[config.mk]
export PLATFORM = sky130hd
export DESIGN_NAME = axis_1553_diff_encoder
export DESIGN_NICKNAME = d
export VERILOG_FILES = /design/src/rtl/open1553_pkg.sv /design/src/rtl/util_halfbit_strobe.sv /design/src/rtl/axis_1553_diff_encoder.sv
export SDC_FILE = /design/constraint.sdc
export NUM_CORES = 1
export LEC_CHECK = 0
export CAP_MARGIN = 20
export CORE_ASPECT_RATIO = 0.5
export CORE_MARGIN = 5
export CORE_UTILIZATION = 60
export DETAILED_ROUTE_END_ITERATION = 6
export GPL_TIMING_DRIVEN = 0
export PLACE_DENSITY = 0.84
export SETUP_SLACK_MARGIN = 0.3
export SLEW_MARGIN = 10
export SYNTH_ARGS = -nofsm -noshare
export SYNTH_HDL_FRONTEND = slang
export SYNTH_SLANG_ARGS = --single-unit
[constraint.sdc]
create_clock -name clk -period 3.8 [get_ports clk]
set_input_delay 0.57 -clock clk [delete_from_list [all_inputs] [get_ports clk]]
set_output_delay 0.57 -clock clk [all_outputs]
set_load 0.02 [all_outputs]
[src/rtl/open1553_pkg.sv]
// Shared MIL-STD-1553 definitions for the encoder, the decoder and util_dac_diff.
//  - diff level codes driven on the differential DAC path
//  - command/status and data sync patterns (1 = positive half-bit, MSB first)
//  - half-bit rate and word length in half-bits
//  - helpers: odd parity, polarity-to-code mapping, 40-half-bit word pattern builder
package open1553_pkg;

    localparam logic [1:0] DIFF_POS  = 2'b10;
    localparam logic [1:0] DIFF_NEG  = 2'b01;
    localparam logic [1:0] DIFF_IDLE = 2'b00;

    localparam int HALF_BIT_RATE  = 2000000;
    localparam int WORD_HALF_BITS = 40;
    localparam int SYNC_HALF_BITS = 6;
    localparam int DATA_HALF_BITS = 32;

    // Polarity sequences, first half-bit in the MSB.
    localparam logic [5:0] SYNC_CMD  = 6'b111000;
    localparam logic [5:0] SYNC_DATA = 6'b000111;

    // Odd parity over the 16 data bits: the parity bit makes the total count of ones odd.
    function automatic logic odd_parity(input logic [15:0] data);
        return ~^data;
    endfunction

    // Map a half-bit polarity (1 = positive) onto the differential level code.
    function automatic logic [1:0] level_code(input logic pol);
        logic [1:0] code;
        if (pol) begin
            code = DIFF_POS;
        end else begin
            code = DIFF_NEG;
        end
        return code;
    endfunction

    // Full word as 40 polarity half-bits, first half-bit in bit 39.
    // A logic 1 is sent positive-then-negative, a logic 0 negative-then-positive.
    function automatic logic [39:0] build_pattern(input logic [15:0] data, input logic cmd);
        logic [39:0] pat;
        pat = 40'd0;
        if (cmd) begin
            pat[39:34] = SYNC_CMD;
        end else begin
            pat[39:34] = SYNC_DATA;
        end
        for (int i = 0; i < 16; i++) begin
            if (data[15-i]) begin
                pat[33-2*i -: 2] = 2'b10;
            end else begin
                pat[33-2*i -: 2] = 2'b01;
            end
        end
        if (odd_parity(data)) begin
            pat[1:0] = 2'b10;
        end else begin
            pat[1:0] = 2'b01;
        end
        return pat;
    endfunction

endpackage

[src/rtl/util_halfbit_strobe.sv]
// Half-bit timing counter.
//  clk, rstn   : clock, asynchronous active-low reset
//  enable      : count while a word is being sent; held at zero otherwise
//  restart     : force the count back to zero (word accepted)
//  strobe      : high on the last clock of each HALF_BIT_CYCLES-long half-bit
//  pre_strobe  : high on the clock before strobe will fire (always high when a
//                half-bit lasts a single clock)
module util_halfbit_strobe #(
    parameter int HALF_BIT_CYCLES = 1
) (
    input  logic clk,
    input  logic rstn,
    input  logic enable,
    input  logic restart,
    output logic strobe,
    output logic pre_strobe
);

    localparam int CW = (HALF_BIT_CYCLES > 1) ? $clog2(HALF_BIT_CYCLES) : 1;
    localparam logic [CW-1:0] CNT_LAST = CW'(HALF_BIT_CYCLES - 1);
    localparam logic [CW-1:0] CNT_PRE  = (HALF_BIT_CYCLES > 1) ? CW'(HALF_BIT_CYCLES - 2) : {CW{1'b0}};
    localparam bit SINGLE_CYCLE = (HALF_BIT_CYCLES == 1);

    logic [CW-1:0] cnt_r;
    logic [CW-1:0] cnt_next_s;

    // Next count: restart wins, wrap at the end of a half-bit, park at zero when idle.
    always_comb begin
        cnt_next_s = cnt_r;
        if (restart) begin
            cnt_next_s = {CW{1'b0}};
        end else if (enable) begin
            if (cnt_r == CNT_LAST) begin
                cnt_next_s = {CW{1'b0}};
            end else begin
                cnt_next_s = cnt_r + CW'(1);
            end
        end else begin
            cnt_next_s = {CW{1'b0}};
        end
    end

    // Count register.
    always_ff @(posedge clk or negedge rstn) begin
        if (!rstn) begin
            cnt_r <= {CW{1'b0}};
        end else begin
            cnt_r <= cnt_next_s;
        end
    end

    assign strobe     = enable && (cnt_r == CNT_LAST);
    assign pre_strobe = enable && (SINGLE_CYCLE || (cnt_r == CNT_PRE));

endmodule

[src/rtl/axis_1553_diff_encoder.sv]
// AXI-Stream to MIL-STD-1553 Manchester II differential encoder.
//  clk, rstn      : clock, asynchronous active-low reset
//  s_axis_tdata   : 16-bit word, sent MSB first
//  s_axis_tuser   : 1 = command/status sync, 0 = data sync
//  s_axis_tvalid  : word valid
//  s_axis_tready  : word can be accepted (idle, or last clock of a word)
//  diff_out       : 10 positive, 01 negative, 00 idle
//  tx_active      : high while a half-bit of a word is on diff_out
// The internal state runs one clock ahead of the registered outputs, which gives
// the one-clock latency from handshake to the first sync half-bit.
module axis_1553_diff_encoder
    import open1553_pkg::*;
#(
    parameter int CLOCK_SPEED = 2000000
) (
    input  logic        clk,
    input  logic        rstn,
    input  logic [15:0] s_axis_tdata,
    input  logic        s_axis_tuser,
    input  logic        s_axis_tvalid,
    output logic        s_axis_tready,
    output logic [1:0]  diff_out,
    output logic        tx_active
);

    localparam int HALF_BIT_CYCLES = CLOCK_SPEED / HALF_BIT_RATE;

    localparam logic [1:0] ST_IDLE   = 2'd0;
    localparam logic [1:0] ST_SYNC   = 2'd1;
    localparam logic [1:0] ST_DATA   = 2'd2;
    localparam logic [1:0] ST_PARITY = 2'd3;

    localparam logic [5:0] IDX_LAST       = 6'(WORD_HALF_BITS - 1);
    localparam logic [5:0] IDX_PRE_LAST   = 6'(WORD_HALF_BITS - 2);
    localparam logic [5:0] IDX_DATA_FIRST = 6'(SYNC_HALF_BITS);
    localparam logic [5:0] IDX_PAR_FIRST  = 6'(SYNC_HALF_BITS + DATA_HALF_BITS);

    logic [1:0]  state_r, state_next_s;
    logic [5:0]  idx_r, idx_next_s, idx_inc_s;
    logic [39:0] pat_r, pat_next_s;
    logic [1:0]  diff_out_r;
    logic        tx_active_r;
    logic        tready_r, tready_next_s;
    logic        handshake_s;
    logic        active_s;
    logic        strobe_s;
    logic        pre_strobe_s;
    logic        final_next_s;

    assign handshake_s = s_axis_tvalid && tready_r;
    assign active_s    = (state_r != ST_IDLE);
    assign idx_inc_s   = idx_r + 6'd1;

    util_halfbit_strobe #(
        .HALF_BIT_CYCLES (HALF_BIT_CYCLES)
    ) u_strobe (
        .clk        (clk),
        .rstn       (rstn),
        .enable     (active_s),
        .restart    (handshake_s),
        .strobe     (strobe_s),
        .pre_strobe (pre_strobe_s)
    );

    // Word sequencing: load on handshake, step one half-bit per strobe, chain or stop after parity.
    always_comb begin
        state_next_s = state_r;
        idx_next_s   = idx_r;
        pat_next_s   = pat_r;
        case (state_r)
            ST_IDLE: begin
                if (handshake_s) begin
                    state_next_s = ST_SYNC;
                    idx_next_s   = 6'd0;
                    pat_next_s   = build_pattern(s_axis_tdata, s_axis_tuser);
                end else begin
                    state_next_s = ST_IDLE;
                end
            end
            ST_SYNC, ST_DATA, ST_PARITY: begin
                if (strobe_s) begin
                    if (idx_r == IDX_LAST) begin
                        if (handshake_s) begin
                            state_next_s = ST_SYNC;
                            idx_next_s   = 6'd0;
                            pat_next_s   = build_pattern(s_axis_tdata, s_axis_tuser);
                        end else begin
                            state_next_s = ST_IDLE;
                            idx_next_s   = 6'd0;
                            pat_next_s   = 40'd0;
                        end
                    end else begin
                        idx_next_s = idx_inc_s;
                        pat_next_s = {pat_r[38:0], 1'b0};
                        if (idx_inc_s < IDX_DATA_FIRST) begin
                            state_next_s = ST_SYNC;
                        end else if (idx_inc_s < IDX_PAR_FIRST) begin
                            state_next_s = ST_DATA;
                        end else begin
                            state_next_s = ST_PARITY;
                        end
                    end
                end else begin
                    state_next_s = state_r;
                end
            end
            default: begin
                state_next_s = ST_IDLE;
                idx_next_s   = 6'd0;
                pat_next_s   = 40'd0;
            end
        endcase
    end

    // Ready for the next clock: idle, or the next clock is the last one of the final half-bit.
    // With single-clock half-bits that happens one strobe before the last index.
    always_comb begin
        final_next_s = 1'b0;
        if (!handshake_s && active_s && pre_strobe_s) begin
            final_next_s = (strobe_s && (idx_r == IDX_PRE_LAST)) ||
                           (!strobe_s && (idx_r == IDX_LAST));
        end else begin
            final_next_s = 1'b0;
        end
        tready_next_s = (state_next_s == ST_IDLE) || final_next_s;
    end

    // Sequencer state registers.
    always_ff @(posedge clk or negedge rstn) begin
        if (!rstn) begin
            state_r <= ST_IDLE;
            idx_r   <= 6'd0;
            pat_r   <= 40'd0;
        end else begin
            state_r <= state_next_s;
            idx_r   <= idx_next_s;
            pat_r   <= pat_next_s;
        end
    end

    // Registered outputs, one clock behind the sequencer.
    always_ff @(posedge clk or negedge rstn) begin
        if (!rstn) begin
            diff_out_r  <= DIFF_IDLE;
            tx_active_r <= 1'b0;
            tready_r    <= 1'b0;
        end else begin
            if (active_s) begin
                diff_out_r <= level_code(pat_r[39]);
            end else begin
                diff_out_r <= DIFF_IDLE;
            end
            tx_active_r <= active_s;
            tready_r    <= tready_next_s;
        end
    end

    assign s_axis_tready = tready_r;
    assign diff_out      = diff_out_r;
    assign tx_active     = tx_active_r;

endmodule
==> results.ini, run 1 <==
[outcome]
status = finished, final reports clean

[die]
start_util_pct = 64.7
dieWidth_um = 97.7
rows = 15
die_y_um = 53.9
core-area_um2 = 3570
io_pins = 24
fp.dieArea_um2 = 5260

[detailed_routing]
antenna_left = 0
via_count = 1817
dr.pass1.iters = 7
drc_errors = 0
vias_per_cell = 6.42
wl_per_cell_um = 18.5
wl_um = 5240
drt_iter0_markers = 205

[global_routing]
grt-ovfl-total = 0
grtUsageTotal_pct = 21.8
first_global_vias = 1811
grt_pass1_wl_um = 8740
antenna_found_initial = 0
grt_max_degree = 39

[layout]
postLayoutCellArea_um2 = 2740
nNetsFinal = 253
instances_no_fill = 283
diodes = 0
drive_above_1_share_pct = 9.91
fillers = 247
area_delta_synth_final_pct = 18.6

[timing]
slew_violations = 0
max_freq_mhz = 466
clock_skew_ns = 0.0134
period_share_pct = 56.5
holdWs_ns = 0.159
fin_tns_setup_ns = 0
worstMarginPinSlew_ns = 0.521
slew_headroom_pct = 65.3
hold_violations = 0
report.final.setup_viol = 0
rsz0062_at_grt = no
period_minus_slack_ns = 2.15

[worst_setup_path]
critPathKind = flop to flop
cp_max_fo = 10
crit_path_start_kind = flop
cp_slowest_cell = dfrtp_1
worstSetupEndpointType = flop
path_cells = ha_1, buf_2, a41o_4, nand3_1, clkbuf_1, o21ai_0
arrival_ns = 2.33
cp_top_family = buffers and inverters
path_buf_inv = 2
r2r-start = idx_r[0]
crit_path_start = idx_r[0]
critPathMaxStageDelay_ns = 0.45
required_ns = 3.98

[logic_synthesis]
post_synth_num_cell_types = 29
ys.flop_type = dfrtp_1
synth-edff-count = 0
avgSynthCellArea_um2 = 11.5
yosysMostFrequentCell = dfrtp_1
synthCells = 200
yosys.area.top_type = dfrtp_1
synth_area_leaders = dfrtp_1 (56%), a222oi_1 (6.9%), a22oi_1 (5.9%)
netlist_top_cells_count = dfrtp_1 (52), o21ai_0 (26), a22oi_1 (18), inv_1 (18), a222oi_1 (16)
ys_seq_area_share_pct = 56.4
synth_nets = 222
yosysTopAreaCellShare_pct = 56.4
async_reset_ff_share_pct = 100
ys_seq_elements = 52
ys_warn_count = 0
netlist_area_um2 = 2310

[pwr]
p_int_uw = 1350
p_leak_uw = 0.00125
clkPwrFrac_pct = 18.4
pwr-share-seq_pct = 41.0
combinationalPowerShare_pct = 40.6
p_total_uw = 2180
p_switching_uw = 832
switching_share_pct = 38.1
power_density_nw_per_um2 = 797
ir_worst_vdd_mv = 0.329

[clock_tree]
cts.repair.resized = 0
insertion_delay_ns = 0.31
cts_setup_buffers = 0
clk_pin_slew_ns = 0.10
cts_made_buffers = 5
clock-sinks = 52
clockBufferDepth = 2
cts_root_buf = clkbuf_8
cts_max_level = 2
cts_tree = done
ctsHoldBuffers = 0

[placed_design]
numPlacedInstances = 275
placed_cell_area_um2 = 2620
place_congestion = 0.785
post-dp-hpwl_um = 3510
portBuffers = 23

[job]
cap_viol_max_count = 0

[hold_path]
hold_class = input pin to asynchronous set/reset pin

==> layout by cell type (no fill, tap or decap), types with 2 or more instances in the layout <==
cell and instances:
dfrtp_1 52, o21ai_0 26, clkdlybuf4s50_1 22, inv_1 18, a22oi_1 18, a222oi_1 16
xnor2_1 15, buf_2 8, nand2_1 6, a221o_1 6, clkbuf_8 6, nor2_1 5
clkbuf_1 4, nand3_1 4, xor2_1 4, a21oi_1 2, and2_1 2, ha_1 2
==> routing by layer <==
layer / vias to the layer above / track usage (%) / wire, µm
li1: 807 / - / -
met5: - / 0 / 0
met4: 0 / 9.43 / 88
met3: 13 / 5.05 / 328
met1: 924 / 28.6 / 2330
met2: 73 / 35.8 / 2500
==> through the flow <==
step | setup WS (ns) | util (%)
floorplan | 1.92 | -
global placement | 0.739 | 73.0
detailed placement | 1.66 | 73.4
CTS | 1.66 | 76.8
global route | 1.43 | 76.8
finish | 1.65 | 76.8
==> cell type report <==
| cell class | instances | area, µm² | share of cell area, % |
|---|---|---|---|
| sequential | 52 | 1300 | 47.5 |
| inverter | 18 | 67.6 | 2.47 |
| multi-input combinational | 117 | 863 | 31.5 |
| clock buffer | 6 | 82.6 | 3.02 |
| timing repair buffer | 24 | 245 | 8.95 |
| tap | 51 | 63.8 | 2.33 |
| clock inverter | 2 | 38.8 | 1.42 |
| buffer | 13 | 76.3 | 2.79 |
==> kinds of logic after synthesis <==
logic type                 count (synthesis)  share of synthesized area [%]
and+or+nand+nor                           21                           4.55
DFF                                       52                           56.4
AOI/OAI and AO/OA                         75                           24.6
xor gates and xnor gates                  19                           7.21
adders and majority gates                  2                           1.08
buffers and inverters                     31                           6.23
==> power by group through the flow <==
stage               combinational, µW  sequential, µW  clock (µW)
floorplan                         599             887           0
global placement                  828             885           0
detailed placement                873             898           0
CTS                               881             889         407
global route                      981             912         429
finish                            886             896         402
==> registers in the layout, indices dropped and copies added (netlist names) <==
| signal | count |
|---|---|
| tx_active | 1 |
| diff_out | 2 |
| s_axis_tready | 1 |
| state_r | 2 |
| idx_r | 6 |
| pat_r | 40 |
==> path summary, 6_finish.rpt <==
| kind | to | slack (ns) | depth (start not counted) |
|---|---|---|---|
| min in group clk | diff_out[0] | 0.46 | 1 |
| worst max-delay path | state_r[0] | 1.65 | 6 |
| worst max register to register | state_r[0] | 1.65 | 6 |
| max in group asynchronous | pat_r[24] | 3.13 | 2 |
| worst min register to register | diff_out[0] | 0.46 | 1 |
| worst min-delay path | pat_r[13] | 0.16 | 1 |
(Power assumes the default switching activity.)
==> run 2: changes to the inputs <==
--- a/config.mk
+++ b/config.mk
@@ -8,10 +8,10 @@
 export CAP_MARGIN = 20
 export CORE_ASPECT_RATIO = 0.5
 export CORE_MARGIN = 5
-export CORE_UTILIZATION = 60
+export CORE_UTILIZATION = 56
 export DETAILED_ROUTE_END_ITERATION = 6
 export GPL_TIMING_DRIVEN = 0
-export PLACE_DENSITY = 0.84
+export PLACE_DENSITY = 0.79
 export SETUP_SLACK_MARGIN = 0.3
 export SLEW_MARGIN = 10
 export SYNTH_ARGS = -nofsm -noshare
==> constraint.sdc (replaced) <==
create_clock -name clk -period 2.01 [get_ports clk]
set_input_delay 0.3015 -clock clk [delete_from_list [all_inputs] [get_ports clk]]
set_output_delay 0.3015 -clock clk [all_outputs]
set_load 0.02 [all_outputs]
==> results.ini, run 2 (synthesis gave the netlist of run 1 again) <==
[outcome]
status = finished, final reports clean  ; unchanged

[timing]
worstMarginPinSlew_ns = 0.579  ; was 0.521 ns
holdWs_ns = 0.467  ; was 0.159 ns
slew_violations = 0  ; unchanged
period_minus_slack_ns = 1.85  ; was 2.15 ns
report.final.setup_viol = 0  ; unchanged
hold_violations = 0  ; unchanged
clock_skew_ns = 0.00459  ; was 0.0134 ns
rsz0062_at_grt = yes  ; was no
max_freq_mhz = 540  ; was 466 MHz
slew_headroom_pct = 61.4  ; was 65.3%
period_share_pct = 92.1  ; was 56.5%

[worst_setup_path]
cp_max_fo = 5  ; was 10
required_ns = 2.20  ; was 3.98 ns
r2r_slack_ns = 0.16  ; was 1.65 ns
r2r-start = idx_r[0]  ; unchanged
critPathKind = flop to flop  ; unchanged
r2r_cells = 8  ; was 6
crit_path_start_kind = flop  ; unchanged
arrival_ns = 2.04  ; was 2.33 ns
r2r_end = pat_r[33]  ; was state_r[0]
worstSetupEndpointType = flop  ; unchanged

[detailed_routing]
wl_per_cell_um = 18.2  ; was 18.5 µm
via_count = 1860  ; was 1817
drc_errors = 0  ; unchanged
antenna_left = 0  ; unchanged
drt_iter0_markers = 214  ; was 205
vias_per_cell = 6.18  ; was 6.42
wl_um = 5480  ; was 5240 µm
dr.pass1.iters = 6  ; was 7

[clock_tree]
clk_pin_slew_ns = 0.09  ; was 0.10 ns
clock-sinks = 52  ; unchanged
cts_made_buffers = 5  ; unchanged
cts_root_buf = clkbuf_8  ; unchanged
cts_max_level = 2  ; unchanged
insertion_delay_ns = 0.30  ; was 0.31 ns
cts_tree = done  ; unchanged
clockBufferDepth = 2  ; unchanged

[global_routing]
grt_max_degree = 30  ; was 39
grtUsageTotal_pct = 20.7  ; was 21.8%
first_global_vias = 1883  ; was 1811
grt_pass1_wl_um = 9140  ; was 8740 µm
grt-ovfl-total = 0  ; unchanged
antenna_found_initial = 0  ; unchanged

[hold_path]
hold_class = flop to flop  ; was input pin to asynchronous set/reset pin
hold_path_end = diff_out[0]
hp-start = pat_r[39]
hold_depth = 1

[job]
cap_viol_max_count = 0  ; unchanged

[die]
rows = 16  ; was 15
io_pins = 24  ; unchanged
fp.dieArea_um2 = 5580  ; was 5260 µm²
dieWidth_um = 101  ; was 97.7 µm
die_y_um = 55.4  ; was 53.9 µm
core-area_um2 = 3940  ; was 3570 µm²
start_util_pct = 58.5  ; was 64.7%

[layout]
nNetsFinal = 268  ; was 253
postLayoutCellArea_um2 = 2980  ; was 2740 µm²
top_register = pat_r  ; unchanged
drive_above_1_share_pct = 20.2  ; was 9.91%
postLayoutCoreUtil_pct = 75.5  ; was 76.8%
fillers = 252  ; was 247
final_common_cell = dfrtp_1  ; unchanged
instances_no_fill = 301  ; was 283
area_delta_synth_final_pct = 29.1  ; was 18.6%
diodes = 0  ; unchanged
reg_top3 = pat_r (40), idx_r (6)  ; unchanged
largest_reg_flops = 40  ; unchanged
final_cell_mix = dfrtp_1 (51), o21ai_0 (24), clkdlybuf4s50_1 (22)  ; was dfrtp_1 (52), o21ai_0 (26), clkdlybuf4s50_1 (22)

[placed_design]
placed_cell_area_um2 = 2630  ; was 2620 µm²
portBuffers = 23  ; unchanged
numPlacedInstances = 278  ; was 275
post-dp-hpwl_um = 3400  ; was 3510 µm
place_congestion = 0.765  ; was 0.785

[pwr]
p_leak_uw = 0.00136  ; was 0.00125 µW
ir_worst_vdd_mv = 0.596  ; was 0.329 mV
power_density_nw_per_um2 = 1500  ; was 797 nW/µm²

[run 2: changes by cell type in the layout (fill, tap and decap cells not counted), moves of 2 or more]
cell,before,now
buf_6,1,3
ha_1,2,0
buf_2,8,2
clkbuf_4,0,4
clkbuf_2,0,3
nor2_4,0,2
clkbuf_1,4,1
buf_4,0,12
o21ai_0,26,24
[run 2: layer usage]
layer  global-route usage [%]  vias up  wire length [µm]
met2                     31.9       78              2610
met4                     6.72        0                70
li1                         -      839                 -
met1                     28.9      934              2500
met3                     4.77        9               304
met5                        0        -                 0
[run 2: metrics by stage]
stage / setup TNS [ns] / setup slack (ns) / total power (µW)
after CTS: 0 / 0.139 / 4260
after floorplan: 0 / 0.153 / 2820
after detailed placement: -0.294 / -0.0554 / 3350
after global routing: 0 / 0.0447 / 4760
after global placement: -41.64 / -0.802 / 3260
final: 0 / 0.160 / 4460
[run 2: where the power goes]
group          switching [µW]  total, µW  internal (µW)
Clock                     333        702            370
Sequential                242       1690           1450
Combinational            1090       2070            972
[run 2: how the worst max path moves through the flow]
stage | start | endpoint | slack (ns)
floorplan | idx_r[1] | pat_r[13] | 0.15
global placement | rstn | tx_active | -0.80
detailed placement | idx_r[0] | state_r[0] | -0.06
CTS | idx_r[0] | pat_r[5] | 0.14
global route | idx_r[0] | pat_r[33] | 0.04
finish | idx_r[0] | pat_r[33] | 0.16
[run 2: what timing repair did]
item	CTS	global route
endpoints found under the setup margin	47	49
buffers inserted	9	4
hold buffers	1	0
pin swaps	14	7
gates cloned	1	0
hold endpoints to repair	1	0
gates resized for setup	14	18
[run 2: final cells by class]
class | count | area [µm²] | share of cell area, %
Tap cell | 54 | 67.6 | 2.27
Clock inverter | 2 | 35.0 | 1.18
Multi-Input combinational cell | 117 | 931 | 31.2
Timing Repair Buffer | 39 | 388 | 13.0
Sequential cell | 52 | 1300 | 43.7
Clock buffer | 6 | 72.6 | 2.44
Inverter | 18 | 70.1 | 2.35
Buffer | 13 | 113 | 3.78
[run 2: critical path: stages, from the launching register on]
cell	delay, ns
dfrtp_1	0.39
ha_2	0.18
buf_6	0.12
a41o_4	0.20
and3_4	0.17
buf_8	0.13
buf_6	0.12
a222oi_1	0.34
inv_1	0.07
